$ cat src/rtl/scan_bridge_pkg.sv
// Shared definitions for the scan-to-memory bridge.
//   - default address / data widths
//   - timeout counter width
//   - bridge FSM state encoding
//   - saturating increment helper for the timeout counter
package scan_bridge_pkg;

  localparam int ADDR_W_DEF = 20;
  localparam int DATA_W_DEF = 32;
  localparam int CNT_W      = 8;

  typedef enum logic [1:0] {
    ST_IDLE    = 2'd0,
    ST_REQ     = 2'd1,
    ST_RD_WAIT = 2'd2
  } bridge_state_e;

  // Increment that sticks at all-ones instead of wrapping back to zero.
  function automatic logic [CNT_W-1:0] sat_inc(input logic [CNT_W-1:0] v);
    if (v == {CNT_W{1'b1}}) begin
      return v;
    end else begin
      return v + {{(CNT_W-1){1'b0}}, 1'b1};
    end
  endfunction

endpackage

$ cat src/rtl/scan_mem_bridge_sync_toggle.sv
// sync_toggle: brings a level-toggling request line from the scan domain
// into clk and turns every change of it into a one-cycle pulse.
// Ports:
//   clk, rst_n : clock, asynchronous active-low reset
//   async_in   : toggle line from the other domain
//   tog        : one-cycle pulse per synchronized change of async_in
// All three flops reset to 0, so an input sitting at 0 out of reset
// never produces a pulse.
module sync_toggle (
  input  logic clk,
  input  logic rst_n,
  input  logic async_in,
  output logic tog
);

  logic sync1_r;
  logic sync2_r;
  logic edge_r;

  // Two-flop synchronizer followed by the edge (previous value) register.
  always_ff @(posedge clk or negedge rst_n) begin
    if (!rst_n) begin
      sync1_r <= 1'b0;
      sync2_r <= 1'b0;
      edge_r  <= 1'b0;
    end else begin
      sync1_r <= async_in;
      sync2_r <= sync1_r;
      edge_r  <= sync2_r;
    end
  end

  // High for exactly the one cycle in which sync2_r and edge_r disagree.
  assign tog = sync2_r ^ edge_r;

endmodule

$ cat src/rtl/scan_mem_bridge.sv
// scan_mem_bridge: turns scan-loaded request registers plus a request
// toggle into a single valid/ready bus access, and holds the result
// (read data, done flag, sticky error) for scan capture.
// Ports:
//   clk, rst_n                   : clock, asynchronous active-low reset
//   scan_id                      : request toggle, each edge = one request
//   req_wen/req_ren/req_addr/req_wdata : scan-loaded request fields
//   mem_valid/mem_wen/mem_addr/mem_wdata : bus request (held until mem_ready)
//   mem_ready                    : bus accepts the request
//   mem_rvalid/mem_rdata         : read return
//   resp_rdata/resp_ready/resp_err : captured result for scan
module scan_mem_bridge
  import scan_bridge_pkg::*;
#(
  parameter int ADDR_W  = ADDR_W_DEF,
  parameter int DATA_W  = DATA_W_DEF,
  parameter int TIMEOUT = 255
) (
  input  logic              clk,
  input  logic              rst_n,
  input  logic              scan_id,
  input  logic              req_wen,
  input  logic              req_ren,
  input  logic [ADDR_W-1:0] req_addr,
  input  logic [DATA_W-1:0] req_wdata,
  output logic              mem_valid,
  output logic              mem_wen,
  output logic [ADDR_W-1:0] mem_addr,
  output logic [DATA_W-1:0] mem_wdata,
  input  logic              mem_ready,
  input  logic              mem_rvalid,
  input  logic [DATA_W-1:0] mem_rdata,
  output logic [DATA_W-1:0] resp_rdata,
  output logic              resp_ready,
  output logic              resp_err
);

  // The counter saturates at all-ones, so a larger limit could never be hit.
  localparam int CNT_MAX_C  = (1 << CNT_W) - 1;
  localparam int TO_CLAMP_C = (TIMEOUT > CNT_MAX_C) ? CNT_MAX_C :
                              ((TIMEOUT < 0) ? 0 : TIMEOUT);
  localparam logic [CNT_W-1:0] TO_LIMIT_C = CNT_W'(TO_CLAMP_C);

  bridge_state_e     state_r;
  logic              tog_s;
  logic [CNT_W-1:0]  cnt_r;
  logic [CNT_W-1:0]  cnt_next_s;
  logic              timeout_s;
  logic              mem_valid_r;
  logic              mem_wen_r;
  logic [ADDR_W-1:0] mem_addr_r;
  logic [DATA_W-1:0] mem_wdata_r;
  logic [DATA_W-1:0] resp_rdata_r;
  logic              resp_ready_r;
  logic              resp_err_r;

  sync_toggle u_sync_toggle (
    .clk      (clk),
    .rst_n    (rst_n),
    .async_in (scan_id),
    .tog      (tog_s)
  );

  // Count after this cycle and whether that count hits the abort limit.
  always_comb begin
    cnt_next_s = sat_inc(cnt_r);
    timeout_s  = 1'b0;
    if (cnt_next_s >= TO_LIMIT_C) begin
      timeout_s = 1'b1;
    end else begin
      timeout_s = 1'b0;
    end
  end

  // Bridge FSM with all bus and response outputs registered.
  always_ff @(posedge clk or negedge rst_n) begin
    if (!rst_n) begin
      state_r      <= ST_IDLE;
      cnt_r        <= '0;
      mem_valid_r  <= 1'b0;
      mem_wen_r    <= 1'b0;
      mem_addr_r   <= '0;
      mem_wdata_r  <= '0;
      resp_rdata_r <= '0;
      resp_ready_r <= 1'b0;
      resp_err_r   <= 1'b0;
    end else begin
      case (state_r)
        ST_IDLE: begin
          if (tog_s) begin
            mem_addr_r  <= req_addr;
            mem_wdata_r <= req_wdata;
            mem_wen_r   <= req_wen;
            cnt_r       <= '0;
            if (req_wen ^ req_ren) begin
              state_r      <= ST_REQ;
              mem_valid_r  <= 1'b1;
              resp_ready_r <= 1'b0;
              resp_err_r   <= 1'b0;
            end else begin
              // Ambiguous request: report done-with-error, no bus access.
              resp_ready_r <= 1'b1;
              resp_err_r   <= 1'b1;
            end
          end
        end

        ST_REQ: begin
          // A new request while busy is an overrun; the current one carries on.
          if (tog_s) begin
            resp_err_r <= 1'b1;
          end
          // Acceptance wins over a timeout landing in the same cycle.
          if (mem_ready) begin
            mem_valid_r <= 1'b0;
            if (mem_wen_r) begin
              state_r      <= ST_IDLE;
              resp_ready_r <= 1'b1;
            end else if (mem_rvalid) begin
              state_r      <= ST_IDLE;
              resp_rdata_r <= mem_rdata;
              resp_ready_r <= 1'b1;
            end else begin
              state_r <= ST_RD_WAIT;
              cnt_r   <= cnt_next_s;
            end
          end else if (timeout_s) begin
            state_r      <= ST_IDLE;
            mem_valid_r  <= 1'b0;
            resp_ready_r <= 1'b1;
            resp_err_r   <= 1'b1;
          end else begin
            cnt_r <= cnt_next_s;
          end
        end

        ST_RD_WAIT: begin
          if (tog_s) begin
            resp_err_r <= 1'b1;
          end
          if (mem_rvalid) begin
            state_r      <= ST_IDLE;
            resp_rdata_r <= mem_rdata;
            resp_ready_r <= 1'b1;
          end else if (timeout_s) begin
            state_r      <= ST_IDLE;
            resp_ready_r <= 1'b1;
            resp_err_r   <= 1'b1;
          end else begin
            cnt_r <= cnt_next_s;
          end
        end

        default: begin
          // Unreachable encoding: fall back to a clean idle.
          state_r     <= ST_IDLE;
          mem_valid_r <= 1'b0;
        end
      endcase
    end
  end

  assign mem_valid  = mem_valid_r;
  assign mem_wen    = mem_wen_r;
  assign mem_addr   = mem_addr_r;
  assign mem_wdata  = mem_wdata_r;
  assign resp_rdata = resp_rdata_r;
  assign resp_ready = resp_ready_r;
  assign resp_err   = resp_err_r;

endmodule
$ cat config.mk
export PLATFORM = sky130hd
export DESIGN_NAME = scan_mem_bridge
export DESIGN_NICKNAME = d
export VERILOG_FILES = /design/src/rtl/scan_bridge_pkg.sv /design/src/rtl/scan_mem_bridge_sync_toggle.sv /design/src/rtl/scan_mem_bridge.sv
export SDC_FILE = /design/constraint.sdc
export NUM_CORES = 1
export LEC_CHECK = 0
export ABC_AREA = 1
export CAP_MARGIN = 0
export CORE_MARGIN = 4
export CORE_UTILIZATION = 43
export DETAILED_ROUTE_END_ITERATION = 6
export GPL_TIMING_DRIVEN = 0
export PLACE_DENSITY = 0.76
export SLEW_MARGIN = 5
export SYNTH_ARGS = -nofsm -noshare
export SYNTH_HDL_FRONTEND = slang
export SYNTH_SLANG_ARGS = --single-unit
$ cat constraint.sdc
create_clock -name clk -period 2.5 [get_ports clk]
set_clock_uncertainty 0.05 [all_clocks]
set_input_delay 0.5 -clock clk [delete_from_list [all_inputs] [get_ports clk]]
set_output_delay 0.5 -clock clk [all_outputs]
set_load 0.01 [all_outputs]
---- Word-level counts from Yosys, hierarchy flattened ----
Cells that the tools add are included.
storage, ports and cells
  bits in registers ....................... 101
  input port bits ......................... 91
  output and inout port bits .............. 88
  word-level logic and storage cells ...... 78
cells by class
  $add $sub $neg .......................... 1
  $lt $le $gt $ge ......................... 1
  eq/ne operators ......................... 12
  mux-type cells .......................... 39
  bitwise operators ....................... 3
  reductions and logical operators ........ 10
operators with widths
  operator                                                         count
  32-bit 2-to-1 mux                                                3
  32-bit one-hot mux with 2 select lines                           1
  8-bit 2-to-1 mux                                                 7
  8-bit one-hot mux with 3 select lines                            1
  1-bit 2-to-1 mux                                                 16
  2-bit 2-to-1 mux                                                 7
  2-bit inequality test, second input constant                     5
  3-bit inequality test, second input constant                     3
  1-bit one-hot mux with 3 select lines                            3
  8-bit by 1-bit adder with 8-bit output, second input constant    1
  8-bit == test, second input constant                             1
  8-bit >= comparator, second input constant                       1
  2-bit one-hot mux with 3 select lines                            1
  2-bit AND reduction                                              3
  3-bit AND reduction                                              2
  5-bit AND reduction                                              1
  4-bit inequality test, second input constant                     1
  4-bit AND reduction                                              1
  3-bit nonzero test                                               1
  2-bit by 1-bit == test with 1-bit output, second input constant  1
  2-bit == test, second input constant                             1
  2-bit zero test                                                  1
  2-bit nonzero test                                               1
  1-bit bitwise XOR                                                2
  1-bit NOT                                                        1

---- Longest topological paths before layout ----
  word-level depth ........................ 7
  mapped depth ............................ 16
  depth with buffers taken out ............ 15

---- By module ----
A second synthesis with hierarchy kept.
unflattened totals
  cell total of the unflattened synthesis .. 349
  area total of the unflattened synthesis .. 4295.4 µm²
modules (own cells, without submodules)
  module           times used  cells an instance  area each (µm²)  sequential area each (µm²)
  scan_mem_bridge  1           341                4201.5           2452.4
  sync_toggle      1           8                  93.8             75.1

---- Least setup slack after synthesis ----
Ideal clock, no wire load.
  path type ............................... register to register
  start ................................... register state_r[1]
  end ..................................... register resp_rdata_r[10], in the netlist resp_rdata[10]
  setup time .............................. 0.125 ns
  arrival ................................. 1.735 ns
  data required time ...................... 2.325 ns
  path slack .............................. 0.590 ns
  stages on the path, launching flop included .. 9
  path buffers ............................ 1
  cells stage by stage .................... dfrtp_1 -> inv_1 -> ha_1 -> inv_1 -> nor2_1 -> inv_1 -> o2111ai_1 -> buf_2 -> mux2_2
between the ends
  cells in the longest elaborated chain, start to end .. 3
  elaborated cells on any way between the ends .. 7
RTL lines
  what                                                                                 RTL line                RTL
  start, declared                                                                      scan_mem_bridge.sv:44   bridge_state_e state_r;
  start signal, assigned                                                               scan_mem_bridge.sv:78   state_r <= ST_IDLE;
  start signal, assigned                                                               scan_mem_bridge.sv:96   state_r <= ST_REQ;
  start signal, assigned                                                               scan_mem_bridge.sv:117  state_r <= ST_IDLE;
  2-bit by 1-bit == test with 1-bit output / 2-bit == test (equally long branches)     scan_mem_bridge.sv:88   case (state_r)
  2-bit inequality test (no source line) / 2-bit nonzero test (equally long branches)  n/a
  3-bit AND reduction (no source line)                                                 n/a
  end signal, assigned                                                                 scan_mem_bridge.sv:121  resp_rdata_r <= mem_rdata;
  end signal, assigned                                                                 scan_mem_bridge.sv:143  resp_rdata_r <= mem_rdata;
  end, declared                                                                        scan_mem_bridge.sv:53   logic [DATA_W-1:0] resp_rdata_r;
Parallel ways exist; a longest one is shown, timed or not.
A chain may end at the register's enable or synchronous reset.

---- Worst setup path after layout ----
  start ................................... register state_r[1]
  end ..................................... register resp_rdata_r[3], in the netlist resp_rdata[3]
The elaborated chain is that of the path after synthesis.

==> summary.md <==
| Metric | Value |
|---|---|
| Worst Setup Start Kind | `register` |
| Peak supply drop | `647 uV` |
| Area share of the largest cell type after synthesis | `0.587` |
| Synth Area per Inst | `12.4 um2` |
| Normalized max-slew margin | `0.616` |
| Final Hold Fails | `0` |
| Post-CTS Hold Fix Bufs | `0` |
| Register bit total from synthesis | `101` |
| CTS buffer count | `9` |
| Nets | `632` |
| Max Clk Rate | `437 MHz` |
| Clk buf depth | `2` |
| Clock tree root buffer cell | `clkbuf_8` |
| RSZ-0062 raised after global routing | `false` |
| R2r worst-path depth | `8` |
| Number of remaining DRC errors | `0` |
| DR pass1 iterations | `4` |
| Hold Crit Class | `in2async` |
| Fill cells | `774` |
| I/O pin cnt | `179` |
| Via count | `3255` |
| YS warnings | `0` |
| GP Congestion | `0.819` |
| Mean routed wirelength per cell | `15.6 um` |
| Cell taking the most area after synthesis | `dfrtp_1` |
| N_diodes | `0` |
| Max-Cap Viols | `0` |
| Unique cell type count in the Yosys netlist | `29` |
| Total grt overflow | `0` |
| Slew Limit Fails | `0` |
| PostCTS Resize Cnt | `0` |
| Antenna violations before repair | `0` |
| TritonCTS clock tree | `yes` |
| Share of layout cells above drive strength 1 | `0.238` |
| Avg Vias per Cell | `4.83` |
| Initial Util | `0.441` |
| Port Buffers | `178` |
| Die Footprint | `0.0117 mm2` |
| Origin of the critical flop-to-flop path | `state_r[1]$_DFFE_PN0P_` |
| Design area | `0.00647 mm2` |
| Synth area leaders | `dfrtp_1 59%, mux2_2 22%, nand2_1 3.9%, inv_1 2.0%, nand3_1 1.6%` |
| Detail Route Antenna Nets | `0` |
| Leakage | `2.84 nW` |
| DP Area | `0.00628 mm2` |
| Die Ht | `108 um` |
| Power per cell area | `1160 mW/mm2` |
| Fin util | `0.662` |
| Finished Layout Cells | `674` |
| Clock latency on the worst-skew pair | `0.36 ns` |
| Htree depth | `3` |
| Detailed Route WL | `10500 um` |
| # rows | `36` |
| Gr usage total | `0.183` |
| Post-CTS Setup Bufs | `0` |
| Sink Count | `101` |
| Finish-stage setup viols | `0` |
| Crit Reg-Reg Endpoint | `resp_rdata[3]$_DFFE_PN0P_` |
| Initial drt markers | `138` |
| Final HPWL DP | `8200 um` |
| Outcome | `finished clean` |
| Crit Path Category | `reg2reg` |
| Synth Cell Area | `0.00431 mm2` |
| Placed Instances | `658` |
| Largest net degree at the start of global routing | `59` |
| Core ar. | `0.00977 mm2` |
| Vias in the first global route | `3488` |
| Synth Instances | `346` |
| Critical Path Sink Type | `register` |
| Sequential area share after synthesis | `0.587` |
| FF-to-FF setup slack | `0.21 ns` |
| Area growth from synthesis to layout | `50.2%` |
| Actual slew at the worst max-slew pin | `0.576 ns` |
| Crit-path max FO | `10` |
| First-pass GRT wire length | `16800 um` |
| Chip width | `108 um` |
| Arr. time, crit path | `2.49 ns` |
| Final period util | `0.915` |
| Req. time, crit path | `2.70 ns` |
| Period minus WS final | `2.29 ns` |
| Syn nets | `442` |
| Clk pin slew, worst setup/hold paths | `0.10 ns` |
[state kept, by name (all words and copies together), names as in the netlist, 2 cells and up]
signal	cells
mem_wdata	32
resp_rdata	32
mem_addr	20
cnt_r	8
state_r	2
[metal layers]
metal  part of all wire  wire (um)  track usage  up-vias
li1                   -          -            -     1540
met1               0.38       4020        0.216     1578
met2               0.50       5210        0.307      130
met3               0.11       1150       0.0854        7
met4              0.011        112       0.0424        0
met5                  0          0            0        -
[worst max-delay path by stage]
stage	startpoint	to	slack, ns	depth (start not counted)
2_1_floorplan	state_r[1]$_DFFE_PN0P_	resp_rdata[10]$_DFFE_PN0P_	0.59	8
3_3_place_gp	rst_n	mem_addr[11]$_DFFE_PN0P_	-2.89	1
3_5_place_dp	mem_ready	resp_rdata[7]$_DFFE_PN0P_	0.02	6
4_1_cts	state_r[1]$_DFFE_PN0P_	resp_rdata[7]$_DFFE_PN0P_	0.24	8
5_1_grt	state_r[1]$_DFFE_PN0P_	resp_rdata[4]$_DFFE_PN0P_	0.05	8
6_report	state_r[1]$_DFFE_PN0P_	resp_rdata[3]$_DFFE_PN0P_	0.21	8
[Yosys cell counts, drive strengths merged]
cell,n
a22o,1
nand2,52
or2,2
nor3,1
and2,1
xnor2,2
inv,23
o21ai,13
nand4,1
nor2,22
dfrtp,101
ha,5
o22ai,3
buf,9
o2111ai,1
mux2,84
a21oi,6
nand3,15
a31oi,3
clkinv,1
[per-stage QoR]
step	power, W	setup TNS [ns]	hold WS, ns	worst slack (ns)
after global placement	0.00645	-290.92	0.287	-2.89
after detailed placement	0.00656	0	0.285	0.0241
after global routing	0.00798	0	0.0889	0.0450
after CTS	0.00758	0	0.0811	0.238
final	0.00748	0	0.0684	0.212
after floorplan	0.00452	0	0.154	0.590
[layout make-up]
cell class,instances,area (um2),share of cell area
sequential,101,2530,0.391
timing repair buffer,179,1810,0.279
multi-input combinational,212,1640,0.253
tap,133,166,0.0257
clock buffer,10,138,0.0213
inverter,24,95.1,0.0147
clock inverter,6,52.6,0.00812
buffer,9,45.0,0.00696
[cells in the final DEF, fill, tap and decap left out, types with 2 or more instances in the layout]
master,instances
a21oi_1,5
a31oi_1,3
clkbuf_8,10
inv_8,2
buf_2,9
o21ai_1,3
or2_2,2
mux2_2,84
clkdlybuf4s50_1,177
nor2_4,2
inv_1,23
nor2_1,18
o21ai_0,9
dfrtp_1,101
nand2_1,45
o22ai_1,3
inv_6,2
nand2_2,4
nand3_1,14
xnor2_1,2
nand2_4,3
ha_1,5
[critical path: stages, from the launching register on]
cell and delay [ns]:
dfrtp_1 0.42, inv_1 0.11, ha_1 0.24, inv_1 0.07, nor2_1 0.20, inv_1 0.09, o2111ai_1 0.26, buf_2 0.36
mux2_2 0.37
[cell families (layout without fill, tap and decap cells)]
logic type,Yosys count,after routing,synth area share
AO/OA/AOI/OAI,27,27,0.0366
XOR/XNOR,2,2,0.00407
adder cells (fa/ha/maj),5,5,0.0145
buffers and inverters,33,228,0.0325
flip-flops,101,101,0.587
multiplexers,84,84,0.220
AND/OR/NAND/NOR,94,94,0.106
[where the power goes]
group / switching, W / internal, W / leakage [nW]
Combinational: 0.00147 / 0.00222 / 1.54
Sequential: 0.000393 / 0.00239 / 1.20
Clock: 0.000589 / 0.000409 / 0.0971
No activity file was read; power rests on OpenSTA's default activity.
